**src/rtl/axi_wr_burst_slave_if.sv**
```systemverilog
// Bus bundle for the AXI write-slave front end: AW/W/B channels plus the
// valid/ready beat port toward the I2C command queue.
interface axi_wr_burst_slave_if #(
    parameter int ADDR_WIDTH = 32,
    parameter int DATA_WIDTH = 32,
    parameter int LEN_WIDTH  = 8,
    parameter int SIZE_WIDTH = 3
);
    logic                    awvalid;
    logic                    awready;
    logic [ADDR_WIDTH-1:0]   awaddr;
    logic [LEN_WIDTH-1:0]    awlen;
    logic [SIZE_WIDTH-1:0]   awsize;
    logic [1:0]              awburst;

    logic                    wvalid;
    logic                    wready;
    logic [DATA_WIDTH-1:0]   wdata;
    logic [DATA_WIDTH/8-1:0] wstrb;
    logic                    wlast;

    logic                    bvalid;
    logic                    bready;
    logic [1:0]              bresp;

    logic                    out_valid;
    logic                    out_ready;
    logic [ADDR_WIDTH-1:0]   out_addr;
    logic [DATA_WIDTH-1:0]   out_data;
    logic [DATA_WIDTH/8-1:0] out_strb;
    logic                    out_last;
    logic                    out_err;

    modport slave (
        input  awvalid, awaddr, awlen, awsize, awburst,
        output awready,
        input  wvalid, wdata, wstrb, wlast,
        output wready,
        output bvalid, bresp,
        input  bready,
        output out_valid, out_addr, out_data, out_strb, out_last,
        input  out_ready, out_err
    );

    modport master (
        output awvalid, awaddr, awlen, awsize, awburst,
        input  awready,
        output wvalid, wdata, wstrb, wlast,
        input  wready,
        input  bvalid, bresp,
        output bready,
        input  out_valid, out_addr, out_data, out_strb, out_last,
        output out_ready, out_err
    );
endinterface

```
**src/rtl/axi_wr_burst_slave.sv**
```systemverilog
// AXI write-slave front end: takes one AW burst at a time, forwards each W beat
// with its computed address downstream, and returns one B response per burst.
module axi_wr_burst_slave #(
    parameter int ADDR_WIDTH = 32,
    parameter int DATA_WIDTH = 32,
    parameter int LEN_WIDTH  = 8,
    parameter int SIZE_WIDTH = 3
) (
    input  logic                 aclk,
    input  logic                 areset,
    axi_wr_burst_slave_if.slave  bus
);
    localparam int STRB_WIDTH = DATA_WIDTH / 8;
    localparam logic [SIZE_WIDTH-1:0] MAX_SIZE = SIZE_WIDTH'($clog2(STRB_WIDTH));

    localparam logic [1:0] BURST_FIXED = 2'b00;
    localparam logic [1:0] BURST_INCR  = 2'b01;
    localparam logic [1:0] BURST_WRAP  = 2'b10;
    localparam logic [1:0] BURST_RSVD  = 2'b11;

    typedef enum logic [1:0] {IDLE, DATA, RESP} state_t;

    state_t                 state, state_next;
    logic                   awready_q;
    logic [ADDR_WIDTH-1:0]  addr_q, addr_next;
    logic [LEN_WIDTH-1:0]   len_q, count_q;
    logic [SIZE_WIDTH-1:0]  size_q;
    logic [1:0]             burst_q;
    logic                   drop_q, err_q;

    logic                   aw_hs, beat_hs, b_hs, last_beat;
    logic                   wready_int, out_valid_int;
    logic                   wrap_len_ok, drop_calc;
    logic [ADDR_WIDTH-1:0]  aw_size_bytes, size_bytes, span, wrap_lower, incr_addr;

    // Bursts we cannot map (reserved type, beat wider than the bus, malformed
    // WRAP) are swallowed silently and answered with SLVERR.
    assign aw_size_bytes = ADDR_WIDTH'(1) << bus.awsize;
    assign wrap_len_ok   = (bus.awlen == LEN_WIDTH'(1)) || (bus.awlen == LEN_WIDTH'(3)) ||
                           (bus.awlen == LEN_WIDTH'(7)) || (bus.awlen == LEN_WIDTH'(15));
    assign drop_calc     = (bus.awburst == BURST_RSVD) || (bus.awsize > MAX_SIZE) ||
                           ((bus.awburst == BURST_WRAP) &&
                            (!wrap_len_ok || ((bus.awaddr & (aw_size_bytes - ADDR_WIDTH'(1))) != '0)));

    assign last_beat     = (count_q == len_q);
    assign wready_int    = (state == DATA) && (drop_q || bus.out_ready);
    assign out_valid_int = (state == DATA) && !drop_q && bus.wvalid;

    assign aw_hs   = bus.awvalid && awready_q;
    assign beat_hs = bus.wvalid && wready_int;
    assign b_hs    = (state == RESP) && bus.bready;

    assign bus.awready   = awready_q;
    assign bus.wready    = wready_int;
    assign bus.bvalid    = (state == RESP);
    assign bus.bresp     = ((state == RESP) && (err_q || drop_q)) ? 2'b10 : 2'b00;
    assign bus.out_valid = out_valid_int;
    assign bus.out_addr  = out_valid_int ? addr_q    : '0;
    assign bus.out_data  = out_valid_int ? bus.wdata : '0;
    assign bus.out_strb  = out_valid_int ? bus.wstrb : '0;
    assign bus.out_last  = out_valid_int && last_beat;

    // Beat address generation; only the low span bits move for WRAP.
    assign size_bytes = ADDR_WIDTH'(1) << size_q;
    assign span       = size_bytes * (ADDR_WIDTH'(len_q) + ADDR_WIDTH'(1));
    assign wrap_lower = addr_q & ~(span - ADDR_WIDTH'(1));
    assign incr_addr  = addr_q + size_bytes;

    always_comb begin
        addr_next = addr_q;
        case (burst_q)
            BURST_INCR: addr_next = (addr_q & ~(size_bytes - ADDR_WIDTH'(1))) + size_bytes;
            BURST_WRAP: addr_next = (incr_addr == wrap_lower + span) ? wrap_lower : incr_addr;
            default:    addr_next = addr_q;
        endcase
    end

    // NOTE: default assigned before the case so every path drives state_next and no latch is inferred.
    always_comb begin
        state_next = state;
        case (state)
            IDLE:    if (aw_hs) state_next = DATA;
            DATA:    if (beat_hs && last_beat) state_next = RESP;
            RESP:    if (b_hs) state_next = IDLE;
            default: state_next = IDLE;
        endcase
    end

    // NOTE: non-blocking assignments so every flop samples the pre-edge values.
    always_ff @(posedge aclk or posedge areset) begin
        if (areset) begin
            state     <= IDLE;
            awready_q <= 1'b0;
        end else begin
            state     <= state_next;
            awready_q <= (state_next == IDLE);
        end
    end

    always_ff @(posedge aclk or posedge areset) begin
        if (areset) begin
            addr_q  <= '0;
            len_q   <= '0;
            size_q  <= '0;
            burst_q <= BURST_FIXED;
            count_q <= '0;
            drop_q  <= 1'b0;
            err_q   <= 1'b0;
        end else if (aw_hs) begin
            addr_q  <= bus.awaddr;
            len_q   <= bus.awlen;
            size_q  <= bus.awsize;
            burst_q <= bus.awburst;
            count_q <= '0;
            drop_q  <= drop_calc;
            err_q   <= 1'b0;
        end else if (beat_hs) begin
            count_q <= count_q + LEN_WIDTH'(1);
            addr_q  <= addr_next;
            // The burst always ends on our own count; a WLAST disagreement only flags the error.
            if ((!drop_q && bus.out_err) || (bus.wlast != last_beat))
                err_q <= 1'b1;
        end else if (b_hs) begin
            drop_q <= 1'b0;
            err_q  <= 1'b0;
        end
    end
endmodule
```
**src/flat_wrapper.sv**
```systemverilog
// flat-port wrapper written by rule: the top's interface ports become plain ports
module axi_wr_burst_slave_flat 
#(
    parameter int ADDR_WIDTH = 32,
    parameter int DATA_WIDTH = 32,
    parameter int LEN_WIDTH  = 8,
    parameter int SIZE_WIDTH = 3
)
  (aclk, areset, bus_awvalid, bus_awaddr, bus_awlen, bus_awsize, bus_awburst, bus_awready, bus_wvalid, bus_wdata, bus_wstrb, bus_wlast, bus_wready, bus_bvalid, bus_bresp, bus_bready, bus_out_valid, bus_out_addr, bus_out_data, bus_out_strb, bus_out_last, bus_out_ready, bus_out_err);
  axi_wr_burst_slave_if #(.ADDR_WIDTH(ADDR_WIDTH), .DATA_WIDTH(DATA_WIDTH), .LEN_WIDTH(LEN_WIDTH), .SIZE_WIDTH(SIZE_WIDTH)) bus_i ();
  input  logic aclk;
  input  logic areset;
  input wire logic [$bits(bus_i.awvalid)-1:0] bus_awvalid;
  input wire logic [$bits(bus_i.awaddr)-1:0] bus_awaddr;
  input wire logic [$bits(bus_i.awlen)-1:0] bus_awlen;
  input wire logic [$bits(bus_i.awsize)-1:0] bus_awsize;
  input wire logic [$bits(bus_i.awburst)-1:0] bus_awburst;
  output wire logic [$bits(bus_i.awready)-1:0] bus_awready;
  input wire logic [$bits(bus_i.wvalid)-1:0] bus_wvalid;
  input wire logic [$bits(bus_i.wdata)-1:0] bus_wdata;
  input wire logic [$bits(bus_i.wstrb)-1:0] bus_wstrb;
  input wire logic [$bits(bus_i.wlast)-1:0] bus_wlast;
  output wire logic [$bits(bus_i.wready)-1:0] bus_wready;
  output wire logic [$bits(bus_i.bvalid)-1:0] bus_bvalid;
  output wire logic [$bits(bus_i.bresp)-1:0] bus_bresp;
  input wire logic [$bits(bus_i.bready)-1:0] bus_bready;
  output wire logic [$bits(bus_i.out_valid)-1:0] bus_out_valid;
  output wire logic [$bits(bus_i.out_addr)-1:0] bus_out_addr;
  output wire logic [$bits(bus_i.out_data)-1:0] bus_out_data;
  output wire logic [$bits(bus_i.out_strb)-1:0] bus_out_strb;
  output wire logic [$bits(bus_i.out_last)-1:0] bus_out_last;
  input wire logic [$bits(bus_i.out_ready)-1:0] bus_out_ready;
  input wire logic [$bits(bus_i.out_err)-1:0] bus_out_err;
  assign bus_i.awvalid = bus_awvalid;
  assign bus_i.awaddr = bus_awaddr;
  assign bus_i.awlen = bus_awlen;
  assign bus_i.awsize = bus_awsize;
  assign bus_i.awburst = bus_awburst;
  assign bus_awready = bus_i.awready;
  assign bus_i.wvalid = bus_wvalid;
  assign bus_i.wdata = bus_wdata;
  assign bus_i.wstrb = bus_wstrb;
  assign bus_i.wlast = bus_wlast;
  assign bus_wready = bus_i.wready;
  assign bus_bvalid = bus_i.bvalid;
  assign bus_bresp = bus_i.bresp;
  assign bus_i.bready = bus_bready;
  assign bus_out_valid = bus_i.out_valid;
  assign bus_out_addr = bus_i.out_addr;
  assign bus_out_data = bus_i.out_data;
  assign bus_out_strb = bus_i.out_strb;
  assign bus_out_last = bus_i.out_last;
  assign bus_i.out_ready = bus_out_ready;
  assign bus_i.out_err = bus_out_err;
  axi_wr_burst_slave #(.ADDR_WIDTH(ADDR_WIDTH), .DATA_WIDTH(DATA_WIDTH), .LEN_WIDTH(LEN_WIDTH), .SIZE_WIDTH(SIZE_WIDTH)) u_core (.aclk(aclk), .areset(areset), .bus(bus_i));
endmodule
```
**config.mk**
```make
export PLATFORM = sky130hd
export DESIGN_NAME = axi_wr_burst_slave_flat
export DESIGN_NICKNAME = d
export VERILOG_FILES = /design/src/rtl/axi_wr_burst_slave_if.sv /design/src/rtl/axi_wr_burst_slave.sv /design/src/flat_wrapper.sv
export SDC_FILE = /design/constraint.sdc
export NUM_CORES = 1
export LEC_CHECK = 0
export CORE_UTILIZATION = 45
export DETAILED_ROUTE_END_ITERATION = 16
export PLACE_DENSITY = 0.73
export SKIP_LAST_GASP = 1
export SLEW_MARGIN = 20
export SYNTH_ARGS = -nofsm -noshare
export SYNTH_HDL_FRONTEND = slang
export SYNTH_SLANG_ARGS = --single-unit
```
**constraint.sdc**
```tcl
create_clock -name aclk -period 19.3 [get_ports aclk]
set_input_delay 4.825 -clock aclk [delete_from_list [all_inputs] [get_ports aclk]]
set_output_delay 4.825 -clock aclk [all_outputs]
set_load 0.01 [all_outputs]
```
==> results.json, run 1 <==
{
  "cts_tree": "yes",
  "grt_antenna_before_repair": 1,
  "worst_slew_margin_rel_pct": 28.7,
  "timing.final.hold_violations": 0,
  "cts.clk_slew.worst_paths_ns": 0.06,
  "netlist-cell-type-count": 99,
  "postSynthRegisterBits": 58,
  "post_cts.repair.setup_buffers": 0,
  "worst_setup_path_start_kind": "input pin",
  "tritoncts_num_sinks": 58,
  "start_util_pct": 45.8,
  "post-dp-hpwl_um": 29800,
  "length_of_the_first_detailed_routing_pass_in_iterations": 7,
  "setup_repair_after_global_routing_missed_its_margin": "no",
  "yosys.area.top_type_share_pct": 13.1,
  "ys.flop_type": "sky130_fd_sc_hd__dfrtp_1",
  "cts-root-buf": "sky130_fd_sc_hd__clkbuf_16",
  "post_cts_resized": 0,
  "cp.required_ns": 14.48,
  "rows": 57,
  "end_kind": "output port",
  "cp_cell_sequence": "clkdlybuf4s50_1, nor4bb_4, buf_4, and2_1, clkdlybuf4s50_1",
  "synth_seq_area_share_pct": 13.1,
  "worst-slew-pin-transition_ns": 1.07,
  "via_count_of_the_first_global_routing_pass": 11634,
  "clock_insertion_delay_worst_skew_ns": 0.34,
  "fillCellCount": 2360,
  "vdd_drop_max_v": 0.0000973,
  "swShare_pct": 56.9,
  "yosysWarningCount": 0,
  "final_nets": 1826,
  "floorplan.die.height_um": 159,
  "power_frac_comb_pct": 80.0,
  "total_gr_overflow": 0,
  "synth-edff-count": 0,
  "run_status": "finished, final reports clean",
  "io_buffers": 162,
  "grt_pass1_wl_um": 61700,
  "setup_viol": 0,
  "crit_top_cell": "sky130_fd_sc_hd__clkdlybuf4s50_1",
  "slowest_cp_cell": "sky130_fd_sc_hd__clkdlybuf4s50_1",
  "count_of_antenna_diodes_in_the_layout": 0,
  "cts_hold_repair.buffers": 0,
  "routability_congestion_estimate_from_global_placement": 0.966,
  "drcViolationCount": 0,
  "final_layout_size_suffix_gt1_share_pct": 4.95,
  "power_per_cell_area_nw_per_um2": 190,
  "h-tree-depth": 3,
  "postSynth.asyncResetShare_pct": 100,
  "floorplan_die_area_um2": 25300,
  "crit_arrival_ns": 6.92,
  "drt_iter0_markers": 1442,
  "syn_std_cell_area_um2": 11100,
  "io_pins": 164,
  "via_count": 12314,
  "seq_power_share_pct": 12.8,
  "path_class": "input pin to output port",
  "syn_area_per_cell_um2": 7.21,
  "core_footprint_um2": 24200,
  "cts-buffers-inserted": 9,
  "power_w": 0.00250,
  "groute.usage.overall_pct": 30.1,
  "routed_wirelength_um": 38600,
  "grt_start_max_net_pins": 68,
  "internal_power_w": 0.00108,
  "synth_cells": 1539,
  "maximum_single_stage_delay_on_the_critical_path_ns": 0.55,
  "net-switching-power_w": 0.00142,
  "tns_ns": 0,
  "yosys.area.top_type": "sky130_fd_sc_hd__dfrtp_1",
  "critPathMaxFanout": 67,
  "clockBufferDepth": 2,
  "power_leakage_nw": 5.45,
  "syn-num-nets": 1735,
  "reg2reg_slack_ns": 8.15,
  "route.detailed.vias_per_inst": 6.29,
  "final_antenna_net_count": 0,
  "fin_crit_sh_pct": 60.9,
  "cap_violations": 0,
  "share_clk_of_total_power_pct": 7.2,
  "area_delta_synth_final_pct": 18.8,
  "synth_area_leaders": "sky130_fd_sc_hd__dfrtp_1, sky130_fd_sc_hd__fa_1, sky130_fd_sc_hd__ha_1, sky130_fd_sc_hd__nand2_1, sky130_fd_sc_hd__and2_1",
  "die_x_um": 159,
  "clock_period_minus_worst_slack_ns": 11.75,
  "clock_skew_ns": 0.00958,
  "min-delay-path-class": "register to register",
  "maxClockFrequency_ghz": 0.0851,
  "wire_per_inst_um": 19.7,
  "report.final.slew_viol_count": 0
}
-- cell families (layout without fill, tap and decap cells) --
group / after synthesis / after routing / share of synthesized area (%)
AOI/OAI and AO/OA: 386 / 386 / 23.9
xor gates and xnor gates: 86 / 86 / 7.04
adders and majority gates: 108 / 108 / 15.2
buffers and inverters: 189 / 285 / 6.80
DFF: 58 / 58 / 13.1
muxes: 22 / 22 / 2.18
other: 1 / 1 / 0.0338
and+or+nand+nor: 689 / 689 / 31.8
-- cells in the final DEF (no fill, tap or decap), drive strengths merged, types with 44 or more instances in the layout --
master	instances
nand2	186
clkdlybuf4s50	162
nor2	136
a21oi	97
inv	91
and2	90
o21ai	87
ha	62
nand3	60
dfrtp	58
xnor2	57
fa	45
nor3	44
-- flip-flops by register name, indices dropped and copies added (netlist names), 2 cells and up --
signal          flops
u_core.count_q      8
u_core.burst_q      2
u_core.len_q        8
u_core.addr_q      32
u_core.size_q       3
u_core.state        2
-- synthesized netlist by cell type (10+ instances only) --
master	count
sky130_fd_sc_hd__and2_1	90
sky130_fd_sc_hd__ha_1	62
sky130_fd_sc_hd__o221ai_1	10
sky130_fd_sc_hd__and3_1	20
sky130_fd_sc_hd__dfrtp_1	58
sky130_fd_sc_hd__mux2i_1	14
sky130_fd_sc_hd__a221oi_1	10
sky130_fd_sc_hd__o21ai_0	78
sky130_fd_sc_hd__nand2b_1	24
sky130_fd_sc_hd__nand3_1	60
sky130_fd_sc_hd__nand2_1	186
sky130_fd_sc_hd__xor2_1	27
sky130_fd_sc_hd__nor3_1	41
sky130_fd_sc_hd__nor2_1	135
sky130_fd_sc_hd__clkbuf_1	78
sky130_fd_sc_hd__a21o_1	14
sky130_fd_sc_hd__inv_1	88
sky130_fd_sc_hd__nand4_1	26
sky130_fd_sc_hd__fa_1	45
sky130_fd_sc_hd__a31oi_1	10
sky130_fd_sc_hd__a21oi_1	97
sky130_fd_sc_hd__o211ai_1	17
sky130_fd_sc_hd__or3_1	23
sky130_fd_sc_hd__nor2b_1	17
sky130_fd_sc_hd__o21a_1	11
sky130_fd_sc_hd__nor4_1	14
sky130_fd_sc_hd__xnor2_1	57
sky130_fd_sc_hd__a211o_1	11
-- critical path, delay by kind of cell --
family / cells / cell delay, ns
buffers and inverters: 3 / 1.49
AND/OR/NAND/NOR: 2 / 0.56
-- final cells by class --
| class | count | area, µm² | area share, % |
|---|---|---|---|
| Multi-Input combinational cell | 1292 | 8920 | 67.7 |
| Timing Repair Buffer | 177 | 1730 | 13.2 |
| Sequential cell | 58 | 1450 | 11.0 |
| Tap cell | 324 | 405 | 3.08 |
| Inverter | 92 | 345 | 2.62 |
| Clock buffer | 9 | 225 | 1.71 |
| Clock inverter | 7 | 103 | 0.778 |
-- layer usage --
| layer | track usage [%] | up-vias | share of wire (%) | wire [µm] |
|---|---|---|---|---|
| met4 | 9.75 | 0 | 2.9 | 1130 |
| met3 | 2.74 | 84 | 9.0 | 3490 |
| li1 | - | 5690 | - | - |
| met1 | 41.1 | 5826 | 42 | 16300 |
| met2 | 50.2 | 714 | 46 | 17700 |
| met5 | 0 | - | 0 | 0 |
-- power by group through the flow --
stage / Combinational [W] / Clock [W] / Sequential [W]
2_1_floorplan: 0.00154 / 0 / 0.000208
3_3_place_gp: 0.00192 / 0 / 0.000312
3_5_place_dp: 0.00195 / 0 / 0.000312
4_1_cts: 0.00196 / 0.000181 / 0.000311
5_1_grt: 0.00218 / 0.000185 / 0.000326
6_report: 0.00200 / 0.000181 / 0.000319
-- through the flow --
| stage | std cells | hold slack [ns] | worst slack (ns) | utilization, % | instance area [µm²] |
|---|---|---|---|---|---|
| after floorplan | 1539 | 0.459 | 8.52 | - | 11100 |
| after global placement | 1942 | 0.510 | 7.65 | 53.0 | 12800 |
| after detailed placement | 1942 | 0.514 | 7.52 | 53.0 | 12800 |
| after CTS | 1958 | 0.529 | 7.52 | 54.3 | 13200 |
| after global routing | 1959 | 0.566 | 7.34 | 54.4 | 13200 |
| final | 1959 | 0.532 | 7.55 | 54.4 | 13200 |
-- final timing paths --
path                                   from  cells past startpoint                 to
setup / recovery                 bus_wvalid                      5   bus_out_data[12]
hold / removal                 u_core.err_q                      2       u_core.err_q
setup reg to reg           u_core.size_q[2]                     32  u_core.addr_q[21]
hold reg to reg                u_core.err_q                      2       u_core.err_q
max in group asynchronous            areset                      3   u_core.addr_q[1]
min in group asynchronous            areset                      3  u_core.addr_q[29]
Power figures use the tool's default switching activity.
==> inputs of run 2 (changes only) <==
Settings changed: PLACE_DENSITY 0.73 to 0.76.
Clock period 19.3 ns to 9.6 ns, I/O delays scaled along.
==> run 2 against run 1 <==
  * Sequential power up 95%
  * Worst setup slack lost 7.1 ns
  * Clock power grew 110%
  * Largest power group unchanged
  * Core utilization is 3.2 points higher
  * Critical path depth grew 29
  * First-iteration DRC count decreased by 16%
  * Critical endpoint is now u_core.addr_q[7]
  * Die area unchanged
  * Count of clock-buffer cells in the layout stayed put
  * Routed wire length rose by 7.1%
  * Via count up 2.5%
  * Register-to-register slack worse by 7.7 ns
  * Highest routed layer unchanged
==> results.json, run 2 (synthesis gave the netlist of run 1 again) <==
{
  "power_leakage_nw": 5.82,
  "top_regs": "u_core.addr_q: 32 flops, u_core.count_q: 8 flops, u_core.len_q: 8 flops",
  "grt_pass1_wl_um": 65000,
  "cts-buffers-inserted": 9,
  "cts-root-buf": "sky130_fd_sc_hd__clkbuf_16",
  "clockBufferDepth": 2,
  "drcViolationCount": 0,
  "route.detailed.vias_per_inst": 6.22,
  "routed_wirelength_um": 41400,
  "leading_cell_type_in_the_layout_fill_and_taps_excluded": "sky130_fd_sc_hd__nand2_1",
  "rows": 57,
  "fin_crit_sh_pct": 95.0,
  "worst_slew_margin_rel_pct": 34.7,
  "worst-slew-pin-transition_ns": 0.976,
  "start_util_pct": 45.8,
  "met2_length_um": 18400,
  "slowest_cp_cell": "sky130_fd_sc_hd__dfrtp_4",
  "cp.required_ns": 9.82,
  "min_delay_worst_endpoint": "u_core.err_q",
  "cts.clk_slew.worst_paths_ns": 0.06,
  "routed.top_layer": "met4",
  "core_footprint_um2": 24200,
  "vdd_drop_max_v": 0.000221,
  "clock_insertion_delay_worst_skew_ns": 0.34,
  "end_kind": "register",
  "fin_ws_ns": 0.478,
  "placed_cell_area_um2": 13300,
  "io_buffers": 162,
  "cpLargestDelayFamily": "simple AND/OR/NAND/NOR gates",
  "floorplan_die_area_um2": 25300,
  "grt_antenna_before_repair": 0,
  "path_class": "register to register",
  "r2r_cells": 34,
  "via_count": 12624,
  "reg2reg_slack_ns": 0.48,
  "h-tree-depth": 3,
  "die_x_um": 159,
  "groute.usage.overall_pct": 32.1,
  "final_antenna_net_count": 0,
  "pre_cts_ws_ns": -0.141,
  "power_per_cell_area_nw_per_um2": 398,
  "routability_congestion_estimate_from_global_placement": 0.989,
  "drt_iter0_markers": 1213,
  "setup_viol": 0,
  "min_path_cells": 2,
  "critPathMaxFanout": 15,
  "setup_repair_after_global_routing_missed_its_margin": "no",
  "count_of_antenna_diodes_in_the_layout": 0,
  "report.final.slew_viol_count": 0,
  "met3_wirelength_um": 4270,
  "maxClockFrequency_ghz": 0.110,
  "via_count_of_the_first_global_routing_pass": 12034,
  "tritoncts_num_sinks": 58,
  "run_status": "finished, final reports clean",
  "worst_setup_path_start_kind": "register",
  "r2r-start": "u_core.size_q[0]",
  "clock_skew_ns": 0.00693,
  "final_cell_area_um2": 14000,
  "floorplan.die.height_um": 159,
  "commonest_cells_after_routing_fill_and_taps_aside": "sky130_fd_sc_hd__nand2_1, sky130_fd_sc_hd__clkdlybuf4s50_1, sky130_fd_sc_hd__nor2_1",
  "m1WireLength_um": 17500,
  "fillCellCount": 2311,
  "largest_reg_flops": 32,
  "crit-reg2reg-capture": "u_core.addr_q[7]",
  "io_pins": 164,
  "post-dp-hpwl_um": 32300,
  "maximum_single_stage_delay_on_the_critical_path_ns": 0.55,
  "crit_arrival_ns": 9.34,
  "min-delay-path-class": "register to register",
  "max_flop_register": "u_core.addr_q",
  "cts_hold_repair.buffers": 0,
  "final_nets": 1898,
  "length_of_the_first_detailed_routing_pass_in_iterations": 5,
  "cap_violations": 0,
  "grt_start_max_net_pins": 62,
  "area_delta_synth_final_pct": 25.9,
  "clock_period_minus_worst_slack_ns": 9.12,
  "numPlacedInstances": 2000,
  "power_w": 0.00556,
  "instances_no_fill": 2031,
  "total_gr_overflow": 0,
  "critical_path_buf_inv_count": 6,
  "final_layout_size_suffix_gt1_share_pct": 11.1,
  "timing.final.hold_violations": 0,
  "wire_per_inst_um": 20.4,
  "cts_tree": "yes",
  "hold-worst-slack_ns": 0.532,
  "timing.hold.worst.start": "u_core.err_q"
}
[run 2: worst max-delay path by stage]
stage,startpoint,to,slack (ns),depth (start not counted)
after floorplan,u_core.size_q[0],u_core.addr_q[18],0.29,39
after global placement,u_core.size_q[2],u_core.addr_q[6],-0.11,36
after detailed placement,u_core.size_q[2],u_core.addr_q[6],-0.14,36
after CTS,u_core.size_q[2],u_core.addr_q[7],0.004,36
after global routing,u_core.size_q[2],u_core.addr_q[7],0.02,36
final,u_core.size_q[0],u_core.addr_q[7],0.48,34
[run 2: area by class of cell]
class                   count  area, µm²  area share, %
clock inverters             7        101          0.726
flip-flops and latches     58       1460           10.5
clock buffers               9        225           1.61
repair buffers            249       2310           16.5
multi-input cells        1292       9110           65.3
inverters                  92        348           2.49
well taps                 324        405           2.90
[run 2: layer usage]
metal / vias up / GRT usage [%]
li1: 5842 / -
met1: 5938 / 44.0
met2: 755 / 51.5
met3: 89 / 5.34
met4: 0 / 10.3
met5: - / 0
[run 2: through the flow]
| step | utilization (%) | TNS, ns |
|---|---|---|
| floorplan | - | 0 |
| global placement | 54.9 | -0.506 |
| detailed placement | 54.9 | -0.712 |
| CTS | 56.3 | 0 |
| global route | 57.6 | 0 |
| finish | 57.6 | 0 |
[run 2: worst reg2reg max path: cells and delay by family, from the launching register on]
kind,cells,cell delay [ns]
xor gates and xnor gates,3,0.58
DFF,1,0.55
AOI/OAI and AO/OA,6,1.45
adders and majority gates,6,2.58
buffers and inverters,6,0.65
and+or+nand+nor,13,3.20
[run 2: repair_timing]
action                     4_1_cts  5_1_grt
gates resized for setup          5       47
buffers inserted                 0       14
cloned                           0        0
pin swaps                        0        4
setup endpoints to repair       23       32
[run 2: power by group]
| part | internal [W] | total (W) | switching (W) |
|---|---|---|---|
| sequential | 0.000340 | 0.000621 | 0.000281 |
| clock | 0.000230 | 0.000372 | 0.000142 |
| combinational | 0.00190 | 0.00457 | 0.00267 |
==> RTL edit, RTL diff (config.mk and constraints of run 1) <==
`ADDR_WIDTH` is set to 32 in 3 places; all go to 28.
--- a/src/rtl/axi_wr_burst_slave_if.sv
+++ b/src/rtl/axi_wr_burst_slave_if.sv
@@ -1,7 +1,7 @@
 // Bus bundle for the AXI write-slave front end: AW/W/B channels plus the
 // valid/ready beat port toward the I2C command queue.
 interface axi_wr_burst_slave_if #(
-    parameter int ADDR_WIDTH = 32,
+    parameter int ADDR_WIDTH = 28,
     parameter int DATA_WIDTH = 32,
     parameter int LEN_WIDTH  = 8,
     parameter int SIZE_WIDTH = 3
--- a/src/rtl/axi_wr_burst_slave.sv
+++ b/src/rtl/axi_wr_burst_slave.sv
@@ -1,7 +1,7 @@
 // AXI write-slave front end: takes one AW burst at a time, forwards each W beat
 // with its computed address downstream, and returns one B response per burst.
 module axi_wr_burst_slave #(
-    parameter int ADDR_WIDTH = 32,
+    parameter int ADDR_WIDTH = 28,
     parameter int DATA_WIDTH = 32,
     parameter int LEN_WIDTH  = 8,
     parameter int SIZE_WIDTH = 3
--- a/src/flat_wrapper.sv
+++ b/src/flat_wrapper.sv
@@ -1,7 +1,7 @@
 // flat-port wrapper written by rule: the top's interface ports become plain ports
 module axi_wr_burst_slave_flat 
 #(
-    parameter int ADDR_WIDTH = 32,
+    parameter int ADDR_WIDTH = 28,
     parameter int DATA_WIDTH = 32,
     parameter int LEN_WIDTH  = 8,
     parameter int SIZE_WIDTH = 3
Ports: changed (resized bus_awaddr and bus_out_addr); port bits go from 164 to 156. The function was not compared with the original's and may differ.
==> RTL edit against run 1 <==
  * Non-clock buffer count down 10
  * Worst setup slack got worse by 0.091 ns
  * Via count is 13% lower
  * Highest routed layer is now met5
  * First-iteration DRC count shrank 41%
  * Area after synthesis fell by 6.6%
  * Global-route usage is 1.8 points lower
  * Power is 4.5% lower
  * Sequential power fell by 4%
  * Final area decreased by 7.5%
  * Final cell count down 8.0%
  * Sequential cell count shrank 4
  * Largest power group unchanged
  * Clock skew is 0.0011 ns higher
  * Routed wire length fell by 13%
  * Clock power fell by 37%
==> RTL edit: results (changes against run 1) <==
Drt
  – Pre-Repair DR Iteration Count: 5 (-2)
  – Vias per Instance: 5.95 (-5.3%)
  – Routed wire length per instance: 18.6 µm (-5.5%)

Clock tree
  – Total CTS buffers: 5 (-4)
  – H-tree depth: 2 (-1)
  – Worst-path clk slew: 0.08 ns (+0.02 ns)

Run status
  – Status: finished, final reports clean

Placed design
  – HPWL after detailed placement: 25.9 mm (-13%)
  – Port bufs: 154 (-4.9%)

Critical path
  – Critical Path AT: 7.01 ns (+0.09 ns)
  – Crit-path max FO: 55 (-18%)
  – Reg2reg start: u_core.size_q[0]$_DFFE_PP0P_
  – RR Endpoint: u_core.addr_q[18]$_DFFE_PP0P_

Synth
  – Mux cell area share after synthesis: 2.98% (+0.81 points)
  – Most frequent cells after synthesis: 173 x nand2_1, 127 x nor2_1, 93 x inv_1, 89 x and2_1, 85 x a21oi_1
  – Post-Synth XOR/XNOR Area: 9.54% (+2.5 points)
  – Post-synthesis sequential area ratio: 13.0% (-0.042 points)
  – Largest cells by area after synthesis: dfrtp_1 13%, fa_1 8.7%, ha_1 7.5%, nand2_1 6.3%, xnor2_1 5.8%

STA
  – Worst Max-Slew Pin Slew: 1.00 ns (-0.0666 ns)
  – Clock skew: 0.0107 ns (+0.00112 ns)

Cells and area
  – Top flop regs: u_core.addr_q x28, u_core.count_q x8, u_core.len_q x8
  – Share of layout cells above drive strength 1: 4.15% (-0.80 points)
  – Fin nets: 1708 (-6.5%)

Power and ir drop
  – P_sw: 1.37 mW (-3.8%)
  – VDD IR-drop max: 89.9 µV (-7.6%)

GRT
  – First-pass GRT wire length: 53.5 mm (-13%)
  – Vias in the first global route: 10125 (-13%)
  – Total GRT Usage: 28.3% (-1.8 points)
RTL edit: cell types whose count changed in the layout (fill, tap and decap cells not counted), moves of 9 or more:
cell,before,now
a21oi_1,97,85
mux2i_1,14,23
nand2_1,186,173
nand4_1,26,15
nor3_1,40,26
o21ai_0,77,67
o21ai_1,9,18
or3_1,23,8
xnor2_1,57,69
xor2_1,27,42
RTL edit: worst max-delay path by stage:
| stage | startpoint | to | cells past startpoint |
|---|---|---|---|
| 4_1_cts | bus_wvalid | bus_out_data[23] | 5 |
| 2_1_floorplan | bus_wvalid | bus_out_addr[0] | 4 |
| 6_report | bus_wvalid | bus_out_data[4] | 5 |
| 3_5_place_dp | bus_wvalid | bus_out_data[23] | 5 |
| 5_1_grt | bus_wvalid | bus_out_addr[23] | 5 |
| 3_3_place_gp | bus_wvalid | bus_out_addr[19] | 5 |
RTL edit: kinds of logic (layout without fill, tap and decap cells):
family,after synthesis,after routing
simple gates,600,600
compound gates,342,342
buf+inv,181,271
xor+xnor,112,112
fa+ha+maj,107,107
flops,54,54
mux,30,30
other cells,1,1
RTL edit: area by class of cell:
class | instances | area [µm²]
Clock inverter | 3 | 48.8
Sequential cell | 54 | 1350
Multi-Input combinational cell | 1192 | 8310
Inverter | 96 | 360
Fill cell | 2130 | 10400
Timing Repair Buffer | 167 | 1640
Clock buffer | 5 | 125
Tap cell | 285 | 357
RTL edit: power groups by stage:
stage / Combinational [mW] / Sequential [mW] / Clock [mW]
6_report: 1.97 / 0.305 / 0.114
5_1_grt: 2.16 / 0.317 / 0.119
3_5_place_dp: 1.93 / 0.301 / 0
2_1_floorplan: 1.55 / 0.206 / 0
4_1_cts: 1.94 / 0.299 / 0.115
3_3_place_gp: 1.90 / 0.300 / 0
RTL edit: metal layers:
metal / global-route usage [%] / wire (µm) / up-vias
met4: 8.81 / 909 / 2
met5: 0 / 13 / -
li1: - / - / 5162
met1: 38.0 / 14500 / 5032
met3: 3.89 / 2320 / 64
met2: 47.1 / 15800 / 468
RTL edit: critical path: stages:
cell and delay [ns]:
clkdlybuf4s50_1 0.50, nor4bb_4 0.47, buf_4 0.47, and2_1 0.20, clkdlybuf4s50_1 0.54
RTL edit: stage by stage:
step	instance area, µm²	power (mW)	util [%]	std cells	setup WS, ns
6_report	12200	2.39	53.8	1802	7.46
5_1_grt	12200	2.60	53.8	1802	7.23
4_1_cts	12200	2.36	53.8	1802	7.44
3_5_place_dp	12000	2.23	53.1	1794	7.45
3_3_place_gp	12000	2.20	53.1	1794	7.53
2_1_floorplan	10400	1.75	-	1427	8.70
